--- config.mk ---
export PLATFORM = sky130hd
export DESIGN_NAME = pc_return_stack
export DESIGN_NICKNAME = d
export VERILOG_FILES = /design/src/rtl/cpu_pkg.sv /design/src/rtl/ras_storage.sv /design/src/rtl/pc_return_stack.sv
export SDC_FILE = /design/constraint.sdc
export NUM_CORES = 1
export LEC_CHECK = 0
export ABC_AREA = 0
export CORE_ASPECT_RATIO = 0.6
export CORE_UTILIZATION = 24
export CTS_CLUSTER_DIAMETER = 60
export DETAILED_ROUTE_END_ITERATION = 10
export HOLD_SLACK_MARGIN = 0.08
export PLACE_DENSITY_LB_ADDON = 0.12
export SLEW_MARGIN = 20
export SYNTH_ARGS = -nofsm -noshare
export SYNTH_HDL_FRONTEND = slang
export SYNTH_SLANG_ARGS = --single-unit
export TNS_END_PERCENT = 5
--- constraint.sdc ---
create_clock -name CLK -period 3.9 [get_ports CLK]
set_input_delay 0.39 -clock CLK [delete_from_list [all_inputs] [get_ports CLK]]
set_output_delay 0.39 -clock CLK [all_outputs]
set_load 0.01 [all_outputs]
--- src/rtl/cpu_pkg.sv ---
// Shared CPU definitions: address width, RAS defaults, PC-source select.
// Used by the return-address stack and the PC-source mux.
package cpu_pkg;

  localparam int ADDR_W = 32;
  localparam int RAS_DEPTH_DEF = 8;
  localparam logic [1:0] INSTR_ALIGN = 2'b00;

  typedef enum logic [1:0] {
    PCSRC_ALU    = 2'd0,
    PCSRC_ALUOUT = 2'd1,
    PCSRC_JUMP   = 2'd2,
    PCSRC_RAS    = 2'd3
  } pc_src_e;

  function automatic logic addr_aligned(
    input logic [ADDR_W-1:0] a
  );
    return a[1:0] == INSTR_ALIGN;
  endfunction

endpackage

--- src/rtl/ras_storage.sv ---
// Return-address entry array: one write port, one async read port.
// Entries clear to zero on reset.
module ras_storage
  import cpu_pkg::*;
#(
  parameter int DEPTH = RAS_DEPTH_DEF,
  parameter int PTR_W = $clog2(DEPTH)
) (
  input  logic              CLK,
  input  logic              RST,
  input  logic              we_i,
  input  logic [PTR_W-1:0]  waddr_i,
  input  logic [ADDR_W-1:0] wdata_i,
  input  logic [PTR_W-1:0]  raddr_i,
  output logic [ADDR_W-1:0] rdata_o
);

  logic [ADDR_W-1:0] mem_q [DEPTH];

  // Entry write on the rising edge; async clear of every entry.
  always_ff @(posedge CLK or negedge RST) begin
    if (!RST) begin
      for (int i = 0; i < DEPTH; i++) begin
        mem_q[i] <= '0;
      end
    end else if (we_i) begin
      mem_q[waddr_i] <= wdata_i;
    end
  end

  assign rdata_o = mem_q[raddr_i];

endmodule

--- src/rtl/pc_return_stack.sv ---
// Return-address stack: circular storage, depth counter, sticky flags.
// Optional macro RAS_ALIGN_CHECK_EN drops misaligned pushes.
module pc_return_stack
  import cpu_pkg::*;
#(
  parameter int DEPTH = RAS_DEPTH_DEF,
  parameter int PTR_W = $clog2(DEPTH)
) (
  input  logic              CLK,
  input  logic              RST,
  input  logic              push,
  input  logic [ADDR_W-1:0] push_addr,
  input  logic              pop,
  input  logic              flush,
  output logic [ADDR_W-1:0] top_addr,
  output logic              empty,
  output logic              full,
  output logic              overflow,
  output logic              underflow
`ifdef RAS_ALIGN_CHECK_EN
  ,
  output logic              misalign
`endif
);

  localparam int CNT_W = PTR_W + 1;
  localparam logic [CNT_W-1:0] FULL_CNT = CNT_W'(DEPTH);

  logic [PTR_W-1:0]  ptr_q, ptr_d;
  logic [CNT_W-1:0]  depth_q, depth_d;
  logic              ovf_q, ovf_d;
  logic              udf_q, udf_d;
  logic [PTR_W-1:0]  top_idx;
  logic              we;
  logic [PTR_W-1:0]  waddr;
  logic [ADDR_W-1:0] rdata;
  logic              push_ok;
  logic              is_empty;
  logic              is_full;

`ifdef RAS_ALIGN_CHECK_EN
  logic mis_q, mis_d;
  assign push_ok = push & addr_aligned(push_addr);
`else
  assign push_ok = push;
`endif

  assign top_idx  = ptr_q - PTR_W'(1);
  assign is_empty = depth_q == '0;
  assign is_full  = depth_q == FULL_CNT;

  ras_storage #(
    .DEPTH (DEPTH),
    .PTR_W (PTR_W)
  ) u_storage (
    .CLK     (CLK),
    .RST     (RST),
    .we_i    (we),
    .waddr_i (waddr),
    .wdata_i (push_addr),
    .raddr_i (top_idx),
    .rdata_o (rdata)
  );

  // Next pointer/depth/flags; flush beats replace beats push beats pop.
  always_comb begin
    ptr_d   = ptr_q;
    depth_d = depth_q;
    ovf_d   = ovf_q;
    udf_d   = udf_q;
    we      = 1'b0;
    waddr   = ptr_q;
    if (flush) begin
      depth_d = '0;
    end else if (push_ok && pop && !is_empty) begin
      we    = 1'b1;
      waddr = top_idx;
    end else if (push_ok) begin
      we    = 1'b1;
      ptr_d = ptr_q + PTR_W'(1);
      if (is_full) begin
        ovf_d = 1'b1;
      end else begin
        depth_d = depth_q + CNT_W'(1);
      end
    end else if (pop) begin
      if (is_empty) begin
        udf_d = 1'b1;
      end else begin
        ptr_d   = top_idx;
        depth_d = depth_q - CNT_W'(1);
      end
    end
  end

`ifdef RAS_ALIGN_CHECK_EN
  // Sticky record of any rejected misaligned push.
  always_comb begin
    mis_d = mis_q;
    if (!flush && push && !push_ok) begin
      mis_d = 1'b1;
    end
  end

  // Misalign flag register, cleared only by reset.
  always_ff @(posedge CLK or negedge RST) begin
    if (!RST) begin
      mis_q <= 1'b0;
    end else begin
      mis_q <= mis_d;
    end
  end

  assign misalign = mis_q;
`endif

  // Pointer, depth and sticky flag registers.
  always_ff @(posedge CLK or negedge RST) begin
    if (!RST) begin
      ptr_q   <= '0;
      depth_q <= '0;
      ovf_q   <= 1'b0;
      udf_q   <= 1'b0;
    end else begin
      ptr_q   <= ptr_d;
      depth_q <= depth_d;
      ovf_q   <= ovf_d;
      udf_q   <= udf_d;
    end
  end

  assign top_addr  = is_empty ? '0 : rdata;
  assign empty     = is_empty;
  assign full      = is_full;
  assign overflow  = ovf_q;
  assign underflow = udf_q;

endmodule

==> qor.yml, run 1 <==
status:
  status: "completed"
clock_tree:
  clockBufferDepth: 3
  cts_root_buf: "clkbuf_16"
  path_clk_slew_ps: 70
  cts-htree-levels: 1
  post_cts_resized: 0
  cts_made_buffers: 31
  cts.sinks: 265
  cts_tree: "yes"
  clk_latency_ps: 580
critical_path:
  cp_slowest_cell: "xor2_4"
  cp_data_required_time_ps: 3510
  rr_worst_depth: 7
  regToRegStartpoint: "ptr_q[0]"
  crit_path_end_kind: "output pin"
  crit_type: "register to output pin"
  r2r_end: "u_storage.mem_q[114]"
  slowest_delay_ps: 740
  r2r_slack_ps: 830
  startpoint_type: "register"
  cp.arrival_ps: 3350
  cp_max_fo: 19
  cp_cell_sequence: "inv_1 > ha_4 > xor2_4 > nand2_1 > a21oi_1 > clkdlybuf4s50_1"
timing:
  setup_tns_ps: 0
  skew_ps: 23.37
  relSlewSlack_pct: 38.50
  drv_slew: 0
  setup-violations-final: 0
  min_period_ps: 3735
  rsz0062_at_grt: "false"
  finalCritPeriodShare_pct: 95.77
  max_freq_mhz: 267.7
  final-hold-violation-count: 0
  worstMarginPinSlew_ps: 921.1
global_routing:
  grt_pass1_wl_um: 52410
  antenna_found_initial: 0
  grt.total_usage_pct: 13.33
  grt_pass1_vias: 7754
  grt_max_degree: 91
  gr-total-overflow: 0
cells_and_area:
  diodes: 0
  nFillCells: 5019
  fin_nets: 939
  fin_util_pct: 29.93
  areaGrowthSynthToFinish_pct: 22.17
  instances_no_fill: 1601
  multi_input_area_sq_um: 5404
  register_area_sq_um: 6635
  drive_gt1_share_pct: 35.47
synthesis:
  synth_async_sr_flop_share_pct: 100.0
  ys_seq_elements: 265
  yosys_warnings: 0
  post-synth-top-count-cell: "dfrtp_1"
  avgSynthCellArea_sq_um: 14.97
  syn_inst: 815
  ys_seq_area_share_pct: 54.34
  synth_edf_count: 0
  synth_top_cell_by_area: "dfrtp_1"
  synthFlopType: "dfrtp_1"
  synthTopCellsByCount: "dfrtp_1 (265), mux2_2 (169), mux2_1 (88)"
  synth_top_area_share_pct: 54.34
  netlist_top_cells_area: "dfrtp_1 (54%), mux2_2 (16%), mux4_2 (12%)"
  synth_nets: 857
  synth_cell_types: 42
  netlist_area_sq_um: 12200
drt:
  first_pass_iters: 4
  ant_nets: 0
  wl_per_cell_um: 20.60
  viasPerCell: 4.486
  wirelength_um: 32980
  drc: 0
  vias: 7182
  drt_iter0_drc: 343
floorplan:
  pin_count: 73
  core_sq_um: 49820
  row_count: 63
  dieWidth_um: 293.1
  die_h_um: 176.7
  start_util_pct: 24.50
  die-area_sq_um: 51780
flow_run:
  drv_cap: 0
power_and_ir_drop:
  power_density_nw_per_um2: 957.5
  leakage_uw: 0.006119
  ir_drop_v: 0.0004384
place:
  numPortBuffers: 72
  hpwl_um: 20580
  placedCellCount: 1545
  gp_congestion: 0.7060
min_path:
  min_path_type: "primary input to async pin"
==> per-layer routing <==
layer  up-vias  wire (um)  global-route usage (%)
met5         -          0                       0
met4         0        607                   2.945
met3        38        919                   2.260
met2        92      13710                   19.03
met1      3852      17740                   20.73
li1       3200          -                       -
==> logic make-up (layout without fill, tap and decap cells) <==
family / after synthesis / after routing / synth area share [%]
adders and majority gates: 5 / 5 / 0.5742
xor gates and xnor gates: 7 / 7 / 0.5024
AOI/OAI and AO/OA: 55 / 55 / 2.953
muxes: 321 / 321 / 35.53
buffers and inverters: 62 / 166 / 2.409
DFF: 265 / 265 / 54.34
and+or+nand+nor: 100 / 100 / 3.691
==> worst max-delay path by stage <==
stage / startpoint / to / depth (start not counted)
floorplan: ptr_q[0] / u_storage.mem_q[33] / 10
global placement: push / u_storage.mem_q[110] / 6
detailed placement: flush / u_storage.mem_q[16] / 6
CTS: ptr_q[0] / top_addr[23] / 7
global route: ptr_q[0] / top_addr[18] / 6
finish: ptr_q[0] / top_addr[18] / 6
==> flip-flops by register name (all words and copies together) (netlist names) <==
signal	cells
u_storage.mem_q	256
depth_q	4
ptr_q	3
overflow	1
underflow	1
==> cell type report <==
class,instances,share of cell area (%)
clock buffer,48,6.169
timing repair buffer,104,6.664
sequential,265,44.51
clock inverter,7,0.5120
multi-input combinational,488,36.25
inverter,7,0.1762
tap,682,5.724
==> worst max-delay path, delay by kind of cell (launching register included) <==
| kind | cells | cell delay [ps] |
|---|---|---|
| AND/OR/NAND/NOR | 1 | 280 |
| AO/OA/AOI/OAI | 1 | 340 |
| buffers and inverters | 2 | 710 |
| flip-flops | 1 | 490 |
| XOR/XNOR | 1 | 740 |
| adder cells (fa/ha/maj) | 1 | 190 |
==> power by group <==
part | switching, uW | total [uW] | leakage (uW) | internal [uW]
registers | 725 | 4820 | 0.00326 | 4100
logic | 3060 | 6580 | 0.00237 | 3520
clock network | 1190 | 2870 | 0.000493 | 1680
total | 4970 | 14300 | 0.00612 | 9300
==> what timing repair did <==
item                                    in CTS  in global routing
endpoints found under the setup margin       0                  0
hold endpoints to repair                    86                  0
setup buffers                                0                  0
hold buffers                                 1                  0
==> layout by cell type, fill, tap and decap left out, types with 3 or more instances in the layout <==
master,instances
nand2_1,68
mux4_2,64
mux2_2,169
a21oi_1,36
xnor2_1,5
nor3_1,5
nor2_1,4
o31ai_4,3
clkbuf_1,9
mux2_1,88
clkdlybuf4s50_1,71
clkbuf_16,31
dfrtp_1,264
nand3_1,5
nand4_1,3
buf_4,29
nor3b_1,3
clkinv_2,3
a211oi_1,4
inv_1,6
ha_1,3
clkbuf_8,8
==> through the flow <==
stage          worst slack, ps  instance area (sq um)  hold slack [ps]  power (uW)
6_report                 164.9                  14910            403.3       14280
5_1_grt                 0.4774                  14910            467.4       15320
4_1_cts                  58.01                  14910            437.4       14580
3_5_place_dp             694.3                  13900            462.3       11600
3_3_place_gp             670.2                  13900            462.2       11590
2_1_floorplan            479.6                  12200            94.41        8898
No activity file was read; power rests on OpenSTA's default activity.
==> run 2: changes to the inputs <==
- ABC_CLOCK_PERIOD_IN_PS: default -> 3900
==> results of run 2 <==
Same layout as run 1: the final DEF is identical, and so are final timing and power.
==> run 3: changes to the inputs <==
- CTS_CLUSTER_DIAMETER: 60 -> default
- SLEW_MARGIN: 20 -> 10
==> run 3 against run 2 <==
Effect of this change:
- cell area decreased by 0.19%
- fmax is 0.16% lower
- combinational power is essentially flat
- clock skew up 8.9 ps
- via count shrank 0.17%
- critical endpoint unchanged
- critical path type unchanged
- sequential cell count is the same
- largest cell class unchanged
==> qor.yml, run 3 (synthesis gave the netlist of run 1 again) <==
cells_and_area:
  nFillCells: 5017
  largest_reg_flops: 256
  design_area_sq_um: 14880
  final_cell_mix: "dfrtp_1 (264), mux2_2 (169), mux2_1 (88)"
  diodes: 0
  regMostFlops: "u_storage.mem_q"
  final_common_cell: "dfrtp_1"
  fin_nets: 938
  fin_util_pct: 29.87
  areaGrowthSynthToFinish_pct: 21.93
  drive_gt1_share_pct: 35.29
  reg_top3: "u_storage.mem_q: 256 flops, depth_q: 4 flops, ptr_q: 3 flops"
power_and_ir_drop:
  p_total_uw: 14220
  ir_drop_v: 0.0005017
  leakage_uw: 0.006100
  power_density_nw_per_um2: 955.8
floorplan:
  pin_count: 73
  row_count: 63
  dieWidth_um: 293.1
  start_util_pct: 24.50
  core_sq_um: 49820
  die_h_um: 176.7
  die-area_sq_um: 51780
critical_path:
  cp_max_fo: 19
  crit_type: "register to output pin"
  worst-path-buf-inv: 2
  rr_worst_depth: 7
  cp_data_required_time_ps: 3510
  critPathLaunch: "ptr_q[0]"
  slowest_delay_ps: 750
  cp_cell_sequence: "inv_1 > ha_4 > xor2_4 > nand2_1 > a21oi_1 > clkdlybuf4s50_1"
  cp_slowest_cell: "xor2_4"
  r2r_slack_ps: 810
  startpoint_type: "register"
  r2r_end: "u_storage.mem_q[118]"
  cp.arrival_ps: 3350
  crit_path_end_kind: "output pin"
  crit_family: "XOR/XNOR gates"
  regToRegStartpoint: "ptr_q[0]"
global_routing:
  grt_pass1_vias: 7747
  grt_max_degree: 91
  grt_pass1_wl_um: 52330
  antenna_found_initial: 0
  grt.total_usage_pct: 13.30
  gr-total-overflow: 0
timing:
  drv_slew: 0
  rsz0062_at_grt: "false"
  finalCritPeriodShare_pct: 95.93
  skew_ps: 32.29
  setup-violations-final: 0
  setup_slack_ps: 158.9
  setup_tns_ps: 0
  relSlewSlack_pct: 38.01
  min_period_ps: 3741
  max_freq_mhz: 267.3
  worstMarginPinSlew_ps: 928.3
  final-hold-violation-count: 0
clock_tree:
  cts_made_buffers: 30
  cts-htree-levels: 1
  cts_tree: "yes"
  path_clk_slew_ps: 60
  clockBufferDepth: 3
  cts.sinks: 265
  cts_root_buf: "clkbuf_16"
  post_cts_resized: 0
  clk_latency_ps: 580
  cts_setup_buffers: 0
drt:
  wl_per_cell_um: 20.59
  drt_iter0_drc: 370
  viasPerCell: 4.481
  first_pass_iters: 4
  wirelength_um: 32950
  drc: 0
  vias: 7170
  ant_nets: 0
flow_run:
  drv_cap: 0
place:
  hpwl_um: 20580
  dpl_cell_area_sq_um: 13900
  gp_congestion: 0.7060
  dp_slack_ps: 694.3
  numPortBuffers: 72
status:
  status: "completed"
min_path:
  min_path_type: "primary input to async pin"
==> run 3: cell types whose count changed in the layout (fill, tap and decap cells not counted), sizes merged <==
cell	previous run	this run
inv	9	6
clkinv	4	5
clkinvlp	0	1
==> run 3: worst max path at each step <==
stage | to | slack, ps | cells after the start
after floorplan | u_storage.mem_q[33] | 480 | 10
after global placement | u_storage.mem_q[110] | 670 | 6
after detailed placement | u_storage.mem_q[16] | 690 | 6
after CTS | top_addr[23] | 60 | 7
after global routing | top_addr[18] | 5 | 6
final | top_addr[18] | 160 | 6
==> run 3: through the flow <==
step / instances / hold slack, ps
2_1_floorplan: 815 / 94.41
3_3_place_gp: 1545 / 462.2
3_5_place_dp: 1545 / 462.3
4_1_cts: 1600 / 441.3
5_1_grt: 1600 / 472.2
6_report: 1600 / 404.4
==> run 3: routing by layer <==
layer | wire [um] | vias up | GRT usage, %
li1 | - | 3198 | -
met3 | 948 | 39 | 2.197
met5 | 0 | - | 0
met4 | 545 | 0 | 2.880
met1 | 17780 | 3840 | 20.77
met2 | 13680 | 93 | 18.98
==> run 3: worst reg2reg max path: stages, from the launching register on <==
cell and delay, ps:
dfrtp_4 490, inv_1 110, ha_4 190, xor2_4 750, nand2_1 240, o31a_2 450, buf_4 330, mux2_1 390
==> run 3: area by class of cell <==
class	count	area (sq um)	area share, %
multi-input cells	488	5404	36.32
clock buffers	48	909.6	6.113
inverters	7	26.28	0.1766
well taps	682	853.3	5.735
flip-flops and latches	265	6635	44.59
clock inverters	6	57.56	0.3868
repair buffers	104	993.5	6.677
==> run 3: timing repair <==
item	4_1_cts	5_1_grt
hold endpoints to repair	86	0
hold buffers	1	0
endpoints found under the setup margin	0	0
==> run 3: power breakdown <==
part | switching, uW | total [uW] | internal (uW)
Sequential | 726 | 4820 | 4100
Combinational | 3060 | 6590 | 3520
Clock | 1160 | 2810 | 1650
Total | 4950 | 14200 | 9270
